File: src/rtl/i2s_rx.sv
// I2S slave receiver: deserialises a 2-channel ws/sdata stream into parallel
// left/right samples and pulses valid once per complete L/R pair.
module i2s_rx #(
    parameter int WIDTH   = 16,
    parameter int TIMEOUT = 255
) (
    input  logic             sclk,
    input  logic             rst,
    input  logic             ws,
    input  logic             sdata,
    output logic [WIDTH-1:0] left_chan,
    output logic [WIDTH-1:0] right_chan,
    output logic             valid,
    output logic             frame_err,
    output logic             locked
);
    localparam int CW = $clog2(TIMEOUT + 1);

    typedef enum logic {UNSYNC, RUN} state_t;

    state_t           r_state;
    logic             r_ws_d;
    logic [CW-1:0]    r_bit_cnt;
    logic [WIDTH-1:0] r_shift;
    logic [WIDTH-1:0] r_left_hold;
    logic             r_have_left;

    logic             w_edge;
    logic             w_len_ok;
    logic [WIDTH-1:0] w_word;

    assign w_edge   = ws ^ r_ws_d;
    assign w_len_ok = (r_bit_cnt == CW'(WIDTH - 1));

    // Word as it stands after this sample: bit index bit_cnt lands MSB-first,
    // anything past WIDTH bits falls off the end.
    always_comb begin
        w_word = r_shift;
        for (int i = 0; i < WIDTH; i++) begin
            if (r_bit_cnt == CW'(WIDTH - 1 - i))
                w_word[i] = sdata;
        end
    end

    always_ff @(posedge sclk or negedge rst) begin
        if (!rst) begin
            r_state     <= UNSYNC;
            r_ws_d      <= 1'b0;
            r_bit_cnt   <= '0;
            r_shift     <= '0;
            r_left_hold <= '0;
            r_have_left <= 1'b0;
            left_chan   <= '0;
            right_chan  <= '0;
            valid       <= 1'b0;
            frame_err   <= 1'b0;
            locked      <= 1'b0;
        end else begin
            r_ws_d    <= ws;
            valid     <= 1'b0;
            frame_err <= 1'b0;
            if (w_edge) begin
                r_bit_cnt <= '0;
                r_shift   <= '0;
                if (r_state == UNSYNC) begin
                    // The word closing on the sync edge is partial; drop it.
                    r_state <= RUN;
                    locked  <= 1'b1;
                end else begin
                    frame_err <= ~w_len_ok;
                    if (!r_ws_d) begin
                        r_left_hold <= w_word;
                        r_have_left <= 1'b1;
                    end else if (r_have_left) begin
                        left_chan   <= r_left_hold;
                        right_chan  <= w_word;
                        valid       <= 1'b1;
                        r_have_left <= 1'b0;
                    end
                end
            end else begin
                r_shift <= w_word;
                if (r_bit_cnt != CW'(TIMEOUT))
                    r_bit_cnt <= r_bit_cnt + CW'(1);
                // Losing ws edges for too long means the master stopped or we
                // slipped; outputs keep their last pair.
                if (r_state == RUN && r_bit_cnt >= CW'(TIMEOUT - 1)) begin
                    r_state     <= UNSYNC;
                    locked      <= 1'b0;
                    r_have_left <= 1'b0;
                end
            end
        end
    end
endmodule

File: config.mk
export PLATFORM = sky130hd
export DESIGN_NAME = i2s_rx
export DESIGN_NICKNAME = d
export VERILOG_FILES = /design/src/rtl/i2s_rx.sv
export SDC_FILE = /design/constraint.sdc
export NUM_CORES = 1
export LEC_CHECK = 0
export BUFFER_PORTS_ARGS = -buffer_cell sky130_fd_sc_hd__buf_2
export CAP_MARGIN = 20
export CORE_MARGIN = 2
export CORE_UTILIZATION = 45
export CTS_BUF_LIST = sky130_fd_sc_hd__clkbuf_8 sky130_fd_sc_hd__clkbuf_16
export DETAILED_ROUTE_END_ITERATION = 10
export GPL_TIMING_DRIVEN = 0
export MAX_ROUTING_LAYER = met4
export PLACE_DENSITY = 0.61
export SYNTH_ARGS = -nofsm -noshare
export SYNTH_HDL_FRONTEND = slang
export SYNTH_SLANG_ARGS = --single-unit
export TNS_END_PERCENT = 10
File: constraint.sdc
create_clock -name sclk -period 5.8 [get_ports sclk]
set_input_delay 0.58 -clock sclk [delete_from_list [all_inputs] [get_ports sclk]]
set_output_delay 0.58 -clock sclk [all_outputs]
set_load 0.05 [all_outputs]
After elaboration in Yosys (flattened, before gate mapping) --
Index checks and enable logic that the tools add are counted.
Cells by class: bitwise operators 3, eq/ne operators 18, reduce and logical (&&, ||, !) cells 8, $lt $le $gt $ge 1, add/sub/neg operators 1, muxes and demuxes 32
Operators by type and width (count):
- $eq 8x4->1 const B | 8
- $eq 8x3->1 const B | 4
- $mux 1 | 29
- $eq 8x2->1 const B | 2
- $mux 16 | 1
- $mux 8 | 2
- $add 8x1->8 const B | 1
- $eq 8x1->1 const B | 1
- $ge 8x8->1 const B | 1
- $logic_not 8->1 | 1
- $ne 8x8->1 const B | 1
- $ne 2x2->1 const B | 2
- $reduce_and 2->1 | 2
- $reduce_and 4->1 | 1
- $reduce_bool 2->1 | 2
- $reduce_and 3->1 | 1
- $not 1->1 | 2
- $logic_and 1x1->1 | 1
- $xor 1x1->1 | 1
Word-level totals: output and inout bits 35, flip-flop bits (word level) 78, input bits 4

Logic depth before layout (Yosys ltp) --
word-level depth 4, gate-level depth with buffers 8, gate-level depth less buffers 6

Worst setup path after synthesis --
No wires, ideal clock.
path type input-to-reg, from input port ws, to register left_chan[0], setup time 0.066 ns, setup slack 3.802 ns, data arrival time 1.932 ns, stages on the path 7, path buffers 2, data required time 5.734 ns, path through ha_1 -> nand4b_1 -> inv_1 -> clkbuf_1 -> buf_1 -> nand2_1 -> nand2_1
On the way: word-level cells in the longest chain between the ends 2
RTL lines:
- start, declared | RTL line 9 | input logic ws,
- $xor 1x1->1 | RTL line 32 | assign w_edge = ws ^ r_ws_d;
- $reduce_and 4->1 (no source line)
- end signal, assigned | RTL line 75 | left_chan <= r_left_hold;
- end, declared | RTL line 11 | output logic [WIDTH-1:0] left_chan,
No other way between the ends. A chain may end at the register's enable or synchronous reset.

Worst setup path after layout --
from register r_ws_d, to register left_chan[1]
On the way: word-level cells in the longest chain between the ends 2
RTL lines:
- start, declared | RTL line 22 | logic r_ws_d;
- start signal, assigned | RTL line 59 | r_ws_d <= ws;
- $xor 1x1->1 | RTL line 32
- $reduce_and 4->1 (no source line) (*)
Mark *: on every way between the ends. The rest lies on a longest branch, timed or not.

==> impl_metrics.env <==
export IMPL_grt_use_total_pct=23.6
export IMPL_hold_ws_ns=0.120
export IMPL_finalWeightedCongestion=0.838
export IMPL_htreeDepth=3
export IMPL_cp_end_kind="register"
export IMPL_fin_crit_ns=2.35
export IMPL_cts_buffers=9
export IMPL_hpwlAfterDp_mm=6.17
export IMPL_initial_core_util_pct=46.4
export IMPL_cts_root_buffer="clkbuf_8"
export IMPL_postSynthAreaPerCell_um2=9.38
export IMPL_use_met2_pct=35.1
export IMPL_clock_path_buffers=2
export IMPL_grt_pass1_wl_mm=15.3
export IMPL_ys_ff_latch=78
export IMPL_grt_max_degree=56
export IMPL_cp_max_fo=10
export IMPL_multiInputGateArea_um2=1440
export IMPL_arrival_ns=2.64
export IMPL_num_nets_final=440
export IMPL_yosysWarnings=0
export IMPL_drt_total_wl_mm=9.08
export IMPL_cts_hold_buf=0
export IMPL_worstPathRequired_ns=6.10
export IMPL_seqCellArea_um2=1950
export IMPL_syn_to_final_growth_pct=16.2
export IMPL_antenna_found_initial=0
export IMPL_post_cts_setup_buffer_count=0
export IMPL_max_slew_margin_pct=35.9
export IMPL_hold_path_class="in2async"
export IMPL_grt_setup_unrepaired="false"
export IMPL_vias=3029
export IMPL_grt_pass1_vias=3005
export IMPL_grt_met1_usage_pct=32.5
export IMPL_drt_first_pass_iters=5
export IMPL_ys_flop_type="dfrtp_1"
export IMPL_finalCritPeriodShare_pct=40.5
export IMPL_drive_gt1_share_pct=15.4
export IMPL_clkSlewWorstSetupHoldPaths_ns=0.09
export IMPL_startpoint_type="register"
export IMPL_setup_total_negative_slack_ns=0
export IMPL_timing_rr_start="r_ws_d"
export IMPL_insertion_delay_ns=0.36
export IMPL_postSynthCellCount=380
export IMPL_total_power_w=0.00173
export IMPL_r2r_setup_slack_ns=3.45
export IMPL_routed_via_density=5.64
export IMPL_max_slew_worst_pin_slew_ns=0.953
export IMPL_ios=39
export IMPL_cts_resized=0
export IMPL_synth_area_um2=3570
export IMPL_die_x_um=93.0
export IMPL_outcome="complete, no violations"
export IMPL_use_met3_pct=5.88
export IMPL_grt_ovfl_total=0
export IMPL_cts_sinks=78
export IMPL_peakVddDrop_v=0.000180
export IMPL_fmax_ghz=0.426
export IMPL_synth_edf_count=0
export IMPL_rr_worst_depth=8
export IMPL_crit_type="reg2reg"
export IMPL_maxCapViolations=0
export IMPL_async_flop_share_pct=100
export IMPL_numPortBuffers=38
export IMPL_drc_errors=0
export IMPL_core_area_um2=7690
export IMPL_syn_nets=390
export IMPL_seq_area_frac_synth_pct=54.7
export IMPL_rows=32
export IMPL_setup_viol=0
export IMPL_cp_startpoint="r_ws_d"
export IMPL_yosysUniqueCellTypes=37
export IMPL_drv_slew=0
export IMPL_drt_iter0_drc=211
export IMPL_post_drt_wl_per_cell_um=16.9
export IMPL_p_leak_nw=1.91
export IMPL_n_fill_cell=740
export IMPL_cts_tree="yes"
export IMPL_die_area_um2=8650
export IMPL_fin_worst_skew_ns=0.0123
export IMPL_hold_viol=0
export IMPL_rr_endpoint="left_chan[1]"
export IMPL_ant_nets=0
export IMPL_powerDensity_nw_per_um2=418
export IMPL_antennaDiodeCount=0
export IMPL_dieHeight_um=93.0
export IMPL_grt_busiest_layer="met2"
## flip-flops by register name (all words and copies together) (netlist names)
register / count
frame_err: 1
left_chan: 16
locked: 1
r_state: 1
r_shift: 16
r_left_hold: 16
r_bit_cnt: 8
right_chan: 16
valid: 1
r_have_left: 1
r_ws_d: 1
## layout by cell type, fill, tap and decap left out, drive strengths merged, types with 2 or more instances in the layout
| cell type | n |
|---|---|
| nor3 | 5 |
| o211ai | 13 |
| nand4 | 19 |
| a31oi | 24 |
| bufinv | 2 |
| and3 | 2 |
| nand2 | 67 |
| inv | 10 |
| or3b | 5 |
| clkinv | 2 |
| buf | 47 |
| nand3b | 6 |
| nor2 | 22 |
| dfrtp | 78 |
| ha | 6 |
| nand3 | 24 |
| o21ai | 18 |
| nor3b | 5 |
| clkbuf | 35 |
| a211oi | 2 |
| o31ai | 2 |
| or3 | 3 |
| a21oi | 21 |
| nor4 | 2 |
| or4 | 4 |
## worst max-delay path by stage
| stage | to | slack, ns | cells past startpoint |
|---|---|---|---|
| 3_3_place_gp | left_chan[6] | 3.19 | 8 |
| 4_1_cts | left_chan[1] | 3.42 | 8 |
| 3_5_place_dp | left_chan[5] | 3.14 | 8 |
| 6_report | left_chan[1] | 3.45 | 8 |
| 5_1_grt | left_chan[6] | 3.21 | 8 |
| 2_1_floorplan | left_chan[0] | 3.80 | 7 |
## cell families after synthesis
family          synth area share, %
flops                          54.7
buf+inv                        5.02
compound gates                 14.0
fa+ha+maj                      2.11
simple gates                   23.9
xor+xnor                      0.246
## layout make-up
type | count | share of cell area [%]
Buffer | 33 | 3.50
Clock buffer | 10 | 3.32
Clock inverter | 6 | 2.26
Inverter | 9 | 0.815
Multi-Input combinational cell | 260 | 34.6
Sequential cell | 78 | 47.1
Tap cell | 102 | 3.08
Timing Repair Buffer | 39 | 5.31
## worst max-delay path, cell delays in order, from the launching register on
cell and delay [ns]:
dfrtp_1 0.39, inv_1 0.06, ha_1 0.29, nand4b_1 0.32
inv_1 0.18, clkbuf_1 0.48, buf_1 0.39, nand2_1 0.10
nand2_1 0.08
## synth_stat cells, drive strengths merged, types with 2 or more instances
cell	number	area [um2]
a211oi	2	15.0
o21ai	18	90.1
nand3	24	120
a31oi	24	150
or3b	5	43.8
nor3	5	25.0
dfrtp	78	1950
clkbuf	25	93.8
nor4	2	12.5
or4	4	37.5
o31ai	2	15.0
nand4	19	119
nand2	67	251
nor3b	5	37.5
o211ai	13	97.6
and3	2	12.5
inv	9	33.8
ha	6	75.1
nand3b	6	45.0
buf	8	51.3
nor2	22	82.6
a21oi	21	105
or3	3	18.8
## through the flow
| step | utilization [%] | cell area (um2) | cells | worst slack, ns |
|---|---|---|---|---|
| CTS | 53.9 | 4150 | 537 | 3.42 |
| global route | 53.9 | 4150 | 537 | 3.21 |
| finish | 53.9 | 4150 | 537 | 3.45 |
| floorplan | - | 3570 | 380 | 3.80 |
| global placement | 50.5 | 3880 | 520 | 3.19 |
| detailed placement | 50.9 | 3910 | 521 | 3.14 |
## power by group
part / switching [W] / internal (W)
clock: 0.000214 / 0.000257
sequential: 0.0000561 / 0.000647
combinational: 0.000428 / 0.000129
## per-layer routing
metal | part of all wire (%) | wire, um
met4 | 1.5 | 138
met5 | 0 | 0
met2 | 46 | 4180
met1 | 48 | 4320
met3 | 4.7 | 430
Note: power is estimated with default switching activity, not from simulation.
